`src/rtl/alu_issue_unit_if.sv`:
```
// Instruction, ALU and debug signals between an issuing agent and alu_issue_unit.
// The master modport is the issuer/ALU side; the slave modport is the unit.
interface alu_issue_unit_if;
  logic       instr_valid;
  logic       instr_ready;
  logic [2:0] opcode;
  logic [2:0] dest;
  logic [2:0] src1;
  logic [2:0] src2;
  logic [7:0] imm;
  logic       imm_sel;
  logic [7:0] alu_data1;
  logic [7:0] alu_data2;
  logic [2:0] alu_select;
  logic [7:0] alu_result;
  logic       done;
  logic [2:0] dbg_addr;
  logic [7:0] dbg_data;

  modport master (
    output instr_valid, opcode, dest, src1, src2, imm, imm_sel, alu_result, dbg_addr,
    input  instr_ready, alu_data1, alu_data2, alu_select, done, dbg_data
  );

  modport slave (
    input  instr_valid, opcode, dest, src1, src2, imm, imm_sel, alu_result, dbg_addr,
    output instr_ready, alu_data1, alu_data2, alu_select, done, dbg_data
  );
endinterface

```
`src/rtl/alu_issue_unit.sv`:
```
// Issues one instruction at a time to an external ALU from an 8x8 register file,
// waits an opcode-dependent number of cycles, then writes the ALU result back.
module alu_issue_unit #(
  parameter int unsigned ADD_WAIT   = 2,
  parameter int unsigned LOGIC_WAIT = 1
) (
  input  logic           clk,
  input  logic           reset,
  alu_issue_unit_if.slave bus
);

  typedef enum logic [0:0] {
    IDLE = 1'b0,
    EXEC = 1'b1
  } state_t;

  state_t      state_r;
  state_t      next_state_s;
  logic [7:0]  regs_r [8];
  logic [3:0]  wait_cnt_r;
  logic [2:0]  dest_r;
  logic [7:0]  alu_data1_r;
  logic [7:0]  alu_data2_r;
  logic [2:0]  alu_select_r;
  logic        done_r;
  logic        accept_s;
  logic        writeback_s;

  // Reserved opcodes still take one cycle so the FSM always returns to IDLE.
  function automatic logic [3:0] wait_for(input logic [2:0] op);
    logic [3:0] w;
    case (op)
      3'b001:                 w = 4'(ADD_WAIT);
      3'b000, 3'b010, 3'b011: w = 4'(LOGIC_WAIT);
      default:                w = 4'd1;
    endcase
    return w;
  endfunction

  // State register.
  always_ff @(posedge clk) begin
    if (!reset) begin
      state_r <= IDLE;
    end else begin
      state_r <= next_state_s;
    end
  end

  // Next-state decode plus the accept and write-back strobes.
  always_comb begin
    next_state_s = state_r;
    accept_s     = 1'b0;
    writeback_s  = 1'b0;
    case (state_r)
      IDLE: begin
        if (bus.instr_valid) begin
          accept_s     = 1'b1;
          next_state_s = EXEC;
        end else begin
          next_state_s = IDLE;
        end
      end
      EXEC: begin
        if (wait_cnt_r == 4'd1) begin
          writeback_s  = 1'b1;
          next_state_s = IDLE;
        end else begin
          next_state_s = EXEC;
        end
      end
      default: begin
        next_state_s = IDLE;
      end
    endcase
  end

  // Operand latch, wait countdown, register write-back and DONE pulse.
  always_ff @(posedge clk) begin
    if (!reset) begin
      for (int i = 0; i < 8; i++) begin
        regs_r[i] <= 8'h00;
      end
      alu_data1_r  <= 8'h00;
      alu_data2_r  <= 8'h00;
      alu_select_r <= 3'b000;
      dest_r       <= 3'b000;
      wait_cnt_r   <= 4'd0;
      done_r       <= 1'b0;
    end else begin
      done_r <= writeback_s;
      if (accept_s) begin
        alu_data1_r  <= regs_r[bus.src1];
        alu_data2_r  <= bus.imm_sel ? bus.imm : regs_r[bus.src2];
        alu_select_r <= bus.opcode;
        dest_r       <= bus.dest;
        wait_cnt_r   <= wait_for(bus.opcode);
      end else if (writeback_s) begin
        regs_r[dest_r] <= bus.alu_result;
        wait_cnt_r     <= 4'd0;
      end else if (state_r == EXEC) begin
        wait_cnt_r <= wait_cnt_r - 4'd1;
      end else begin
        wait_cnt_r <= wait_cnt_r;
      end
    end
  end

  assign bus.instr_ready = (state_r == IDLE);
  assign bus.alu_data1   = alu_data1_r;
  assign bus.alu_data2   = alu_data2_r;
  assign bus.alu_select  = alu_select_r;
  assign bus.done        = done_r;
  assign bus.dbg_data    = regs_r[bus.dbg_addr];

endmodule

```
`src/flat_wrapper.sv`:
```
// flat-port wrapper written by rule: the top's interface ports become plain ports
module alu_issue_unit_flat 
#(
  parameter int unsigned ADD_WAIT   = 2,
  parameter int unsigned LOGIC_WAIT = 1
)
  (clk, reset, bus_instr_valid, bus_opcode, bus_dest, bus_src1, bus_src2, bus_imm, bus_imm_sel, bus_alu_result, bus_dbg_addr, bus_instr_ready, bus_alu_data1, bus_alu_data2, bus_alu_select, bus_done, bus_dbg_data);
  alu_issue_unit_if bus_i ();
  input  logic clk;
  input  logic reset;
  input wire logic [$bits(bus_i.instr_valid)-1:0] bus_instr_valid;
  input wire logic [$bits(bus_i.opcode)-1:0] bus_opcode;
  input wire logic [$bits(bus_i.dest)-1:0] bus_dest;
  input wire logic [$bits(bus_i.src1)-1:0] bus_src1;
  input wire logic [$bits(bus_i.src2)-1:0] bus_src2;
  input wire logic [$bits(bus_i.imm)-1:0] bus_imm;
  input wire logic [$bits(bus_i.imm_sel)-1:0] bus_imm_sel;
  input wire logic [$bits(bus_i.alu_result)-1:0] bus_alu_result;
  input wire logic [$bits(bus_i.dbg_addr)-1:0] bus_dbg_addr;
  output wire logic [$bits(bus_i.instr_ready)-1:0] bus_instr_ready;
  output wire logic [$bits(bus_i.alu_data1)-1:0] bus_alu_data1;
  output wire logic [$bits(bus_i.alu_data2)-1:0] bus_alu_data2;
  output wire logic [$bits(bus_i.alu_select)-1:0] bus_alu_select;
  output wire logic [$bits(bus_i.done)-1:0] bus_done;
  output wire logic [$bits(bus_i.dbg_data)-1:0] bus_dbg_data;
  assign bus_i.instr_valid = bus_instr_valid;
  assign bus_i.opcode = bus_opcode;
  assign bus_i.dest = bus_dest;
  assign bus_i.src1 = bus_src1;
  assign bus_i.src2 = bus_src2;
  assign bus_i.imm = bus_imm;
  assign bus_i.imm_sel = bus_imm_sel;
  assign bus_i.alu_result = bus_alu_result;
  assign bus_i.dbg_addr = bus_dbg_addr;
  assign bus_instr_ready = bus_i.instr_ready;
  assign bus_alu_data1 = bus_i.alu_data1;
  assign bus_alu_data2 = bus_i.alu_data2;
  assign bus_alu_select = bus_i.alu_select;
  assign bus_done = bus_i.done;
  assign bus_dbg_data = bus_i.dbg_data;
  alu_issue_unit #(.ADD_WAIT(ADD_WAIT), .LOGIC_WAIT(LOGIC_WAIT)) u_core (.clk(clk), .reset(reset), .bus(bus_i));
endmodule
```
`config.mk`:
```
export PLATFORM = sky130hd
export DESIGN_NAME = alu_issue_unit_flat
export DESIGN_NICKNAME = d
export VERILOG_FILES = /design/src/rtl/alu_issue_unit_if.sv /design/src/rtl/alu_issue_unit.sv /design/src/flat_wrapper.sv
export SDC_FILE = /design/constraint.sdc
export NUM_CORES = 1
export LEC_CHECK = 0
export ABC_AREA = 0
export ABC_CLOCK_PERIOD_IN_PS = 3700
export BUFFER_PORTS_ARGS = -buffer_cell sky130_fd_sc_hd__buf_2
export CAP_MARGIN = 20
export CORE_ASPECT_RATIO = 0.8
export CORE_MARGIN = 4
export CORE_UTILIZATION = 60
export DETAILED_ROUTE_END_ITERATION = 6
export GPL_TIMING_DRIVEN = 1
export PLACE_DENSITY = 0.89
export SLEW_MARGIN = 5
export SYNTH_ARGS = -nofsm -noshare
export SYNTH_HDL_FRONTEND = slang
export SYNTH_SLANG_ARGS = --single-unit
```
`constraint.sdc`:
```
create_clock -name clk -period 3.7 [get_ports clk]
set_clock_uncertainty 0.1 [all_clocks]
set_input_delay 0.37 -clock clk [delete_from_list [all_inputs] [get_ports clk]]
set_output_delay 0.37 -clock clk [all_outputs]
set_load 0.005 [all_outputs]
```
Word level (Yosys, flattened, before mapping)
Memories as Yosys holds them, arrays and structs flattened. A register that Yosys moved wholly into a read port is not among the register bits.
Index checks and enable logic that the tools add are counted.
- bits in registers: 20
- latch bits: 0
- bits in writable memories: 64
- memory bits (read-only): 0
- word-level logic and storage cells: 33
- memories kept: 1
- add/subtract/negate cells: 1
- multiply operators: 0
- divide/modulo/power cells: 0
- $lt $le $gt $ge: 0
- equal/unequal tests: 2
- shifts and indexed selects: 0
- mux-type cells: 19
- bitwise gates (word level): 1
- reduce and logical (&&, ||, !) cells: 3
- memories (memory ; depth ; width ; read ports ; clocked after Yosys merged registers in ; wr ports ; line ; text):
    u_core.regs_r ; 8 ; 8 ; 3 ; 1 ; 8 ; alu_issue_unit.sv:19 ; logic [7:0] regs_r [8];
- operators with widths (operator ; number):
    $mux 8 ; 2
    $mux 4 ; 3
    $mux 1 ; 11
    $reduce_or 8->1 ; 1
    $eq 4x1->1 const B ; 1
    $sub 4x1->4 const B ; 1
    $eq 3x1->1 const B ; 1
    $mux 3 ; 1
    $reduce_bool 3->1 ; 1
    $mux 2 ; 1
    $pmux 1 s2 ; 1
    $logic_not 1->1 ; 1
    $not 1->1 ; 1

Logic depth before layout (Yosys ltp)
Gate-level depths: netlist (run 1).
- depth in word-level cells: 9
- gate-level depth with buffers: 6
- gate-level depth less buffers: 6

Worst setup path before layout (run 1)
Ideal clock, no wire load.
- path kind: reg2reg
- from: register u_core.wait_cnt_r[0]
- to: memory u_core.regs_r[2][0] (enable)
- arrival: 1639 ps
- data required time: 3216 ps
- slack: 1577 ps
- stages on the path, launching flop included: 5
- buffers on the path: 0
- clock period less this slack: 2123 ps
- cells stage by stage: dfxtp_1 ha_1 and4bb_2 nand3b_4 o21ai_0
- RTL lines (element ; line ; text):
    start: declaration ; alu_issue_unit.sv:20 ; logic [3:0] wait_cnt_r;
    start signal: assignment ; alu_issue_unit.sv:96 ; wait_cnt_r <= wait_for(bus.opcode);
    start signal: assignment ; alu_issue_unit.sv:101 ; wait_cnt_r <= wait_cnt_r - 4'd1;
    start signal: assignment ; alu_issue_unit.sv:103 ; wait_cnt_r <= wait_cnt_r;
    end: declaration ; alu_issue_unit.sv:19 ;

==> flow_summary.ini, run 1 <==
[sta]
setup_viol = 0
maxSlewViolCount = 0
worst_pin_slew_ps = 1010
period_needed_ps = 2460
fmax_mhz = 406
hold_violations = 0
period_share_pct = 66.5
rsz0062_at_grt = false
postLayoutSetupSlackWorst_ps = 1240
slew_headroom_pct = 32.1
fin_worst_hold_slack_ps = 161
timing.setup.tns_ps = 0

[critical_path]
reg2regPathDepth = 4
crit_fanout = 8
cp-startpoint = u_core.wait_cnt_r[0]$_SDFFE_PN0P_
required_ps = 3590
end_kind = flip-flop
cp_data_arrival_time_ps = 2350
r2r_slack_ps = 1240
r2r_end = u_core.regs_r[4][7]$_SDFFCE_PN0P_
rr_startpoint = u_core.wait_cnt_r[0]$_SDFFE_PN0P_
crit_type = reg2reg
critPathLaunchType = flip-flop

[route]
post-route-drc-count = 0
routed_wirelength_um = 13700
ant_nets = 0
drtIter0Drc = 549
first_pass_iters = 5
wire_per_inst_um = 22.3
vias_per_cell = 6.51
vias = 4006

[grt]
grt_pass1_vias = 3886
antenna_found_initial = 0
grt_max_degree = 33
track_usage_pct = 26.3
grt_overflow = 0
grt_pass1_wl_um = 21100

[synth]
syn_area_mm2 = 0.00523
synth_area_per_cell_um2 = 11.7
synth_flop_cell = edfxtp_1
synthCells = 446
synth_cell_type_count = 37
synth_warnings = 0
yosysSeqAreaShare_pct = 47.5
ys_async_sr_fraction_pct = 0
synth_seq_cells = 92
synth-edff-count = 64
synth_nets = 483

[cts]
cts-root-buf = clkbuf_8
cts_setup_buffers = 0
ctsResizeCount = 0
htreeDepth = 3
cts_tree = built
cts.clk_slew.worst_paths_ps = 100
cts_buffers = 9
cts.path.max_buffers = 2
clkSinkCount = 92
insertion_delay_ps = 360
hold_buffers = 0

[hold_path]
hp-start = bus_dest[2]
min_path_type = in2reg
whs_path_depth = 3
min_to = u_core.dest_r[2]$_SDFFE_PN0P_

[die]
dieArea_mm2 = 0.0103
fp.dieH_um = 91.5
die_w_um = 112
core_mm2 = 0.00848
pin_count = 64
fp-row-count = 30
initial_core_util_pct = 61.6

[layout]
antenna_cells = 0
nets = 535
drive_above_1_share_pct = 19.7
area_growth_pct = 10.9

[power]
peakVddDrop_mv = 0.224
power.leakage_nw = 2.48
power.density_mw_per_mm2 = 393

[status]
status = finished, final reports clean

[run]
max_cap_violations = 0

[place]
post-place-ws_ps = 1190
portBuffers = 63
gp_congestion = 0.951
hpwl_um = 9840
==> critical path: stages (launching register included) <==
cell and delay, ps:
dfxtp_1 420, ha_1 210, and4bb_2 380, nand3b_4 160
o21ai_0 830
==> layout by cell type (no fill, tap or decap), drive strengths merged, types with 8 or more instances in the layout <==
master  instances
a21oi          25
a22o           16
a22oi          16
and2           67
buf            68
clkbuf         11
dfxtp          28
edfxtp         64
mux2            8
mux2i          66
mux4           16
nand2          30
nand3           9
nor2           19
o21ai          16
==> flip-flops by register name, indices dropped and copies added (netlist names) <==
| signal | cells |
|---|---|
| u_core.dest_r | 3 |
| u_core.bus.alu_data1 | 8 |
| u_core.regs_r | 64 |
| u_core.wait_cnt_r | 4 |
| u_core.bus.alu_data2 | 8 |
| u_core.bus.done | 1 |
| u_core.state_r | 1 |
| u_core.bus.alu_select | 3 |
==> cell families after synthesis <==
kind of cell	count (synthesis)	share of synthesized area, %
adders and majority gates	2	0.479
DFF	92	47.5
and+or+nand+nor	148	16.3
buffers and inverters	32	3.21
AOI/OAI and AO/OA	82	10.2
muxes	90	22.3
==> synthesized netlist by cell type, types with 3 or more instances <==
master,instances,share of area (%)
and2_1,67,8.0
mux2i_1,66,13
edfxtp_1,64,37
nand2_1,30,2.2
dfxtp_1,28,11
a21oi_1,25,2.4
nor2_1,19,1.4
a22o_1,16,2.7
a22oi_1,16,2.3
o21ai_0,16,1.5
mux4_1,15,7.5
clkbuf_1,12,0.86
mux2_2,8,1.7
nand3_1,8,0.77
buf_2,7,0.67
nor2b_1,7,0.84
a21boi_0,6,0.86
nand2b_1,5,0.60
buf_1,4,0.29
buf_4,4,0.57
inv_1,3,0.22
==> how the worst max path moves through the flow <==
stage                                                   end  slack (ps)  depth (start not counted)
after floorplan           u_core.regs_r[2][0]$_SDFFCE_PN0P_        1580                          4
after global placement    u_core.regs_r[6][7]$_SDFFCE_PN0P_        1360                          4
after detailed placement  u_core.regs_r[6][1]$_SDFFCE_PN0P_        1190                          4
after CTS                 u_core.regs_r[7][3]$_SDFFCE_PN0P_        1170                          4
after global routing      u_core.regs_r[4][7]$_SDFFCE_PN0P_        1060                          5
final                     u_core.regs_r[4][7]$_SDFFCE_PN0P_        1240                          4
==> stage by stage <==
stage	instance area [um2]	std cells	util, %	power [mW]
CTS	5780	612	68.1	2.27
detailed placement	5560	596	65.5	1.53
global route	5800	615	68.3	2.35
floorplan	5230	446	-	1.41
finish	5800	615	68.3	2.28
global placement	5560	596	65.5	1.51
==> power by group <==
group | leakage (nW) | switching (mW) | internal, mW
logic | 1.47 | 0.172 | 0.144
registers | 0.891 | 0.0534 | 1.15
clock network | 0.114 | 0.376 | 0.387
==> area by class of cell <==
type                       instances  area (um2)
clock inverter                     7        97.6
sequential                        92        2480
inverter                           3        11.3
fill                             638        2690
tap                              112         140
clock buffer                       9         124
timing repair buffer              70         363
multi-input combinational        322        2580
==> routing by layer <==
metal  wire length, um  share of wire, %  vias up  GRT usage [%]
met4               238               1.7        0           8.21
met2              6380                46      310           40.2
li1                  -                 -     1769              -
met1              5470                40     1892           36.5
met3              1640                12       35           7.33
met5                 0                 0        -              0
No activity file was read; power rests on OpenSTA's default activity.
==> inputs of run 2 (changes only) <==
ABC_CLOCK_PERIOD_IN_PS = 2200   (was 3700)
CORE_UTILIZATION = 53   (was 60)
PLACE_DENSITY = 0.84   (was 0.89)
clock period = 2.2 ns   (was 3.7 ns; I/O delays follow)
==> flow_summary.ini, run 2 (synthesized netlist as in run 1, its figures left out) <==
[status]
status = finished, final reports clean

[critical_path]
reg2regPathDepth = 5
critPathLaunchType = flip-flop
cp-startpoint = u_core.regs_r[4][3]$_SDFFCE_PN0P_
crit_type = reg2out
end_kind = output pin
rr_startpoint = u_core.wait_cnt_r[0]$_SDFFE_PN0P_
r2r_end = u_core.regs_r[1][7]$_SDFFCE_PN0P_
required_ps = 1880
r2r_slack_ps = 130
cp_data_arrival_time_ps = 1810
crit_fanout = 3

[layout]
multi_input_area_mm2 = 0.00258
final_cell_mix = and2_1 (67), mux2i_1 (66), edfxtp_1 (64)
drive_above_1_share_pct = 21.1
nets = 545
seq_area_mm2 = 0.00248
largest_register_ffs = 64
area_growth_pct = 14.6
final_common_cell = and2_1
largest_register = u_core.regs_r
antenna_cells = 0
fill_cells = 750

[route]
routed_wirelength_um = 13700
ant_nets = 0
wire_per_inst_um = 21.2
drtIter0Drc = 355
vias_per_cell = 6.11
post-route-drc-count = 0
vias = 3952
first_pass_iters = 5

[power]
combinationalPowerShare_pct = 13.5
power.share.sequential_pct = 49.8
total_power_mw = 4.05
power.leakage_nw = 2.56
p_int_mw = 3.06
peakVddDrop_mv = 0.670
p_switching_mw = 0.994
p_clk_share_pct = 36.6
p_sw_share_pct = 24.5
power.density_mw_per_mm2 = 676

[sta]
rsz0062_at_grt = false
maxSlewViolCount = 0
period_needed_ps = 2130
period_share_pct = 96.7
fmax_mhz = 470
slew_headroom_pct = 52.3
setup_viol = 0
hold_violations = 0
worst_pin_slew_ps = 715
timing.setup.tns_ps = 0

[cts]
cts_tree = built
cts_setup_buffers = 0
clkSinkCount = 92
cts_buffers = 9
cts.clk_slew.worst_paths_ps = 60
cts.path.max_buffers = 2
insertion_delay_ps = 340
htreeDepth = 3
cts-root-buf = clkbuf_16
hold_buffers = 0

[place]
hpwl_um = 10300
portBuffers = 63
gp_congestion = 0.960

[grt]
grt_pass1_wl_um = 21200
grt_max_degree = 33
grt_pass1_vias = 3760
track_usage_pct = 23.9
grt_overflow = 0
antenna_found_initial = 0

[die]
fp-row-count = 32
pin_count = 64
fp.dieH_um = 96.8
die_w_um = 119
initial_core_util_pct = 54.2
core_mm2 = 0.00965
dieArea_mm2 = 0.0115

[hold_path]
whs_path_depth = 3
min_to = u_core.dest_r[0]$_SDFFE_PN0P_
min_path_type = in2reg
hp-start = bus_dest[0]

[run]
max_cap_violations = 0
==> run 2: changes by cell type in the layout (fill, tap and decap cells not counted), sizes merged <==
cell,delta
buf,+12
inv,-3
clkinvlp,+1
clkbuf,-1
bufinv,-1
==> run 2: per-layer routing <==
metal / part of all wire [%] / routed length, um / vias to the layer above / GRT usage (%)
met4: 1.1 / 153 / 0 / 6.50
met3: 10 / 1380 / 16 / 7.07
li1: - / - / 1792 / -
met1: 44 / 6050 / 1938 / 34.0
met2: 45 / 6110 / 206 / 35.6
met5: 0 / 0 / - / 0
==> run 2: power by group through the flow <==
stage / combinational [mW] / clock [mW] / sequential, mW
after CTS: 0.543 / 1.50 / 2.01
final: 0.548 / 1.48 / 2.02
after detailed placement: 0.539 / 0 / 2.05
after global placement: 0.522 / 0 / 2.04
after floorplan: 0.359 / 0 / 2.02
after global routing: 0.593 / 1.58 / 2.03
==> run 2: stage by stage <==
step                      hold slack, ps  util, %  cell area, um2  instances  setup slack, ps
after floorplan                      265        -            5230        446             76.6
after global placement               346     59.2            5710        633              272
after detailed placement             363     59.2            5710        633              109
after CTS                           28.5     62.1            5990        647             84.0
after global routing                49.7     62.1            5990        647             39.0
final                               37.4     62.1            5990        647             72.3
==> run 2: worst max path at each step <==
| stage | to | slack, ps | cells after the start |
|---|---|---|---|
| CTS | bus_dbg_data[3] | 80 | 3 |
| finish | bus_dbg_data[3] | 70 | 3 |
| floorplan | u_core.regs_r[2][0]$_SDFFCE_PN0P_ | 80 | 4 |
| global route | u_core.regs_r[1][7]$_SDFFCE_PN0P_ | 40 | 5 |
| detailed placement | u_core.regs_r[0][0]$_SDFFCE_PN0P_ | 110 | 5 |
| global placement | u_core.regs_r[1][0]$_SDFFCE_PN0P_ | 270 | 5 |
==> run 2: what timing repair did <==
item | CTS | global route
endpoints found under the setup margin | 0 | 8
endpoints found under the hold margin | 0 | 0
gates resized for setup | 0 | 1
==> run 2: layout make-up <==
| cell class | instances | area share (%) |
|---|---|---|
| Clock buffer | 10 | 3.82 |
| Clock inverter | 4 | 0.877 |
| Inverter | 3 | 0.188 |
| Multi-Input combinational cell | 322 | 43.0 |
| Sequential cell | 92 | 41.4 |
| Tap cell | 136 | 2.84 |
| Timing Repair Buffer | 80 | 7.81 |
==> run 2: critical path: stages (launching register included) <==
cell and delay, ps:
edfxtp_1 490, mux4_1 550, mux2_2 300, buf_2 130
==> inputs of run 3 (changes only) <==
CTS_BUF_LIST = sky130_fd_sc_hd__clkbuf_16   (was not set)
==> flow_summary.ini, run 3 (synthesized netlist as in run 1, its figures left out) <==
[status]
status = finished, final reports clean

[layout]
final_common_cell = and2_1
nets = 545
fill_cells = 750
largest_register_ffs = 64
antenna_cells = 0
finish.utilization_pct = 62.1
area_growth_pct = 14.6
fin_area_mm2 = 0.00599
stdcell_count = 647
drive_above_1_share_pct = 21.1
final_cell_mix = and2_1 (67), mux2i_1 (66), edfxtp_1 (64)
largest_register = u_core.regs_r

[hold_path]
min_path_type = in2reg
whs_path_depth = 3
min_to = u_core.dest_r[0]$_SDFFE_PN0P_
hp-start = bus_dest[0]

[critical_path]
cp_data_arrival_time_ps = 1810
crit_chain = mux4_1 -> mux2_2 -> buf_2
rr_startpoint = u_core.wait_cnt_r[0]$_SDFFE_PN0P_
r2r_slack_ps = 130
path_buf_inv = 1
end_kind = output pin
required_ps = 1880
r2r_end = u_core.regs_r[1][7]$_SDFFCE_PN0P_
crit_type = reg2out
reg2regPathDepth = 5
cp_slowest_cell = mux4_1
crit_path_max_incr_delay_ps = 550
crit_family = multiplexers
critPathLaunchType = flip-flop
crit_fanout = 3

[die]
core_mm2 = 0.00965
fp-row-count = 32
fp.dieH_um = 96.8
die_w_um = 119
dieArea_mm2 = 0.0115
pin_count = 64
initial_core_util_pct = 54.2

[sta]
postLayoutSetupSlackWorst_ps = 71.7
rsz0062_at_grt = false
setup_viol = 0
worst_pin_slew_ps = 715
maxSlewViolCount = 0
period_share_pct = 96.7
slew_headroom_pct = 52.3
timing.setup.tns_ps = 0
fin_worst_hold_slack_ps = 37.6
hold_violations = 0
period_needed_ps = 2130
fmax_mhz = 470

[grt]
grt_overflow = 0
grt_max_degree = 33
antenna_found_initial = 0
grt_pass1_wl_um = 21200
track_usage_pct = 23.9
grt_pass1_vias = 3760

[place]
gp_congestion = 0.960
placedCellCount = 633
post-place-ws_ps = 109
portBuffers = 63
placed_cell_area_mm2 = 0.00571
hpwl_um = 10300

[cts]
insertion_delay_ps = 340
cts-root-buf = clkbuf_16
cts.path.max_buffers = 2
cts_setup_buffers = 0
cts_tree = built
htreeDepth = 3
clkSinkCount = 92
cts.clk_slew.worst_paths_ps = 60
cts_buffers = 9

[route]
first_pass_iters = 6
drtIter0Drc = 348
vias_per_cell = 6.08
ant_nets = 0
post-route-drc-count = 0
routed_wirelength_um = 13700
wire_per_inst_um = 21.1
vias = 3936

[power]
total_power_mw = 4.05
power.leakage_nw = 2.56
power.density_mw_per_mm2 = 675
peakVddDrop_mv = 0.665

[run]
max_cap_violations = 0
[run 3: cell types whose count changed in the layout (fill, tap and decap cells not counted)]
cell | previous run | this run
clkbuf_1 | 1 | 0
inv_1 | 3 | 4
[run 3: where the power goes]
part,internal [mW],switching [mW]
clock network,0.864,0.614
registers,1.93,0.0871
logic,0.256,0.292
[run 3: repair_timing]
| action | CTS | global route |
|---|---|---|
| endpoints found under the setup margin | 0 | 8 |
| hold buffers | 0 | 0 |
| gates resized for setup | 0 | 1 |
[run 3: worst reg2reg max path, delay by kind of cell, from the launching register on]
family                   cells  cell delay, ps
AND/OR/NAND/NOR              4            1020
flip-flops                   1             420
adder cells (fa/ha/maj)      1             220
[run 3: routing by layer]
layer	up-vias	GRT usage, %	share of wire, %
li1	1793	-	-
met1	1923	34.0	44
met2	204	35.6	45
met3	16	7.07	10
met4	0	6.50	1.1
met5	-	0	0
[run 3: layout make-up]
| class | instances | area [um2] | area share [%] |
|---|---|---|---|
| Inverter | 3 | 11.3 | 0.188 |
| Clock inverter | 5 | 56.3 | 0.939 |
| Tap cell | 136 | 170 | 2.84 |
| Sequential cell | 92 | 2480 | 41.4 |
| Clock buffer | 9 | 225 | 3.76 |
| Multi-Input combinational cell | 322 | 2580 | 43.0 |
| Timing Repair Buffer | 80 | 468 | 7.81 |
[run 3: how the worst max path moves through the flow]
stage                                            startpoint                                 to  depth (start not counted)
after floorplan           u_core.wait_cnt_r[0]$_SDFFE_PN0P_  u_core.regs_r[2][0]$_SDFFCE_PN0P_                          4
after global placement    u_core.wait_cnt_r[0]$_SDFFE_PN0P_  u_core.regs_r[1][0]$_SDFFCE_PN0P_                          5
after detailed placement  u_core.wait_cnt_r[0]$_SDFFE_PN0P_  u_core.regs_r[0][0]$_SDFFCE_PN0P_                          5
after CTS                 u_core.regs_r[5][3]$_SDFFCE_PN0P_                    bus_dbg_data[3]                          3
after global routing      u_core.wait_cnt_r[0]$_SDFFE_PN0P_  u_core.regs_r[1][7]$_SDFFCE_PN0P_                          5
final                     u_core.regs_r[4][3]$_SDFFCE_PN0P_                    bus_dbg_data[3]                          3
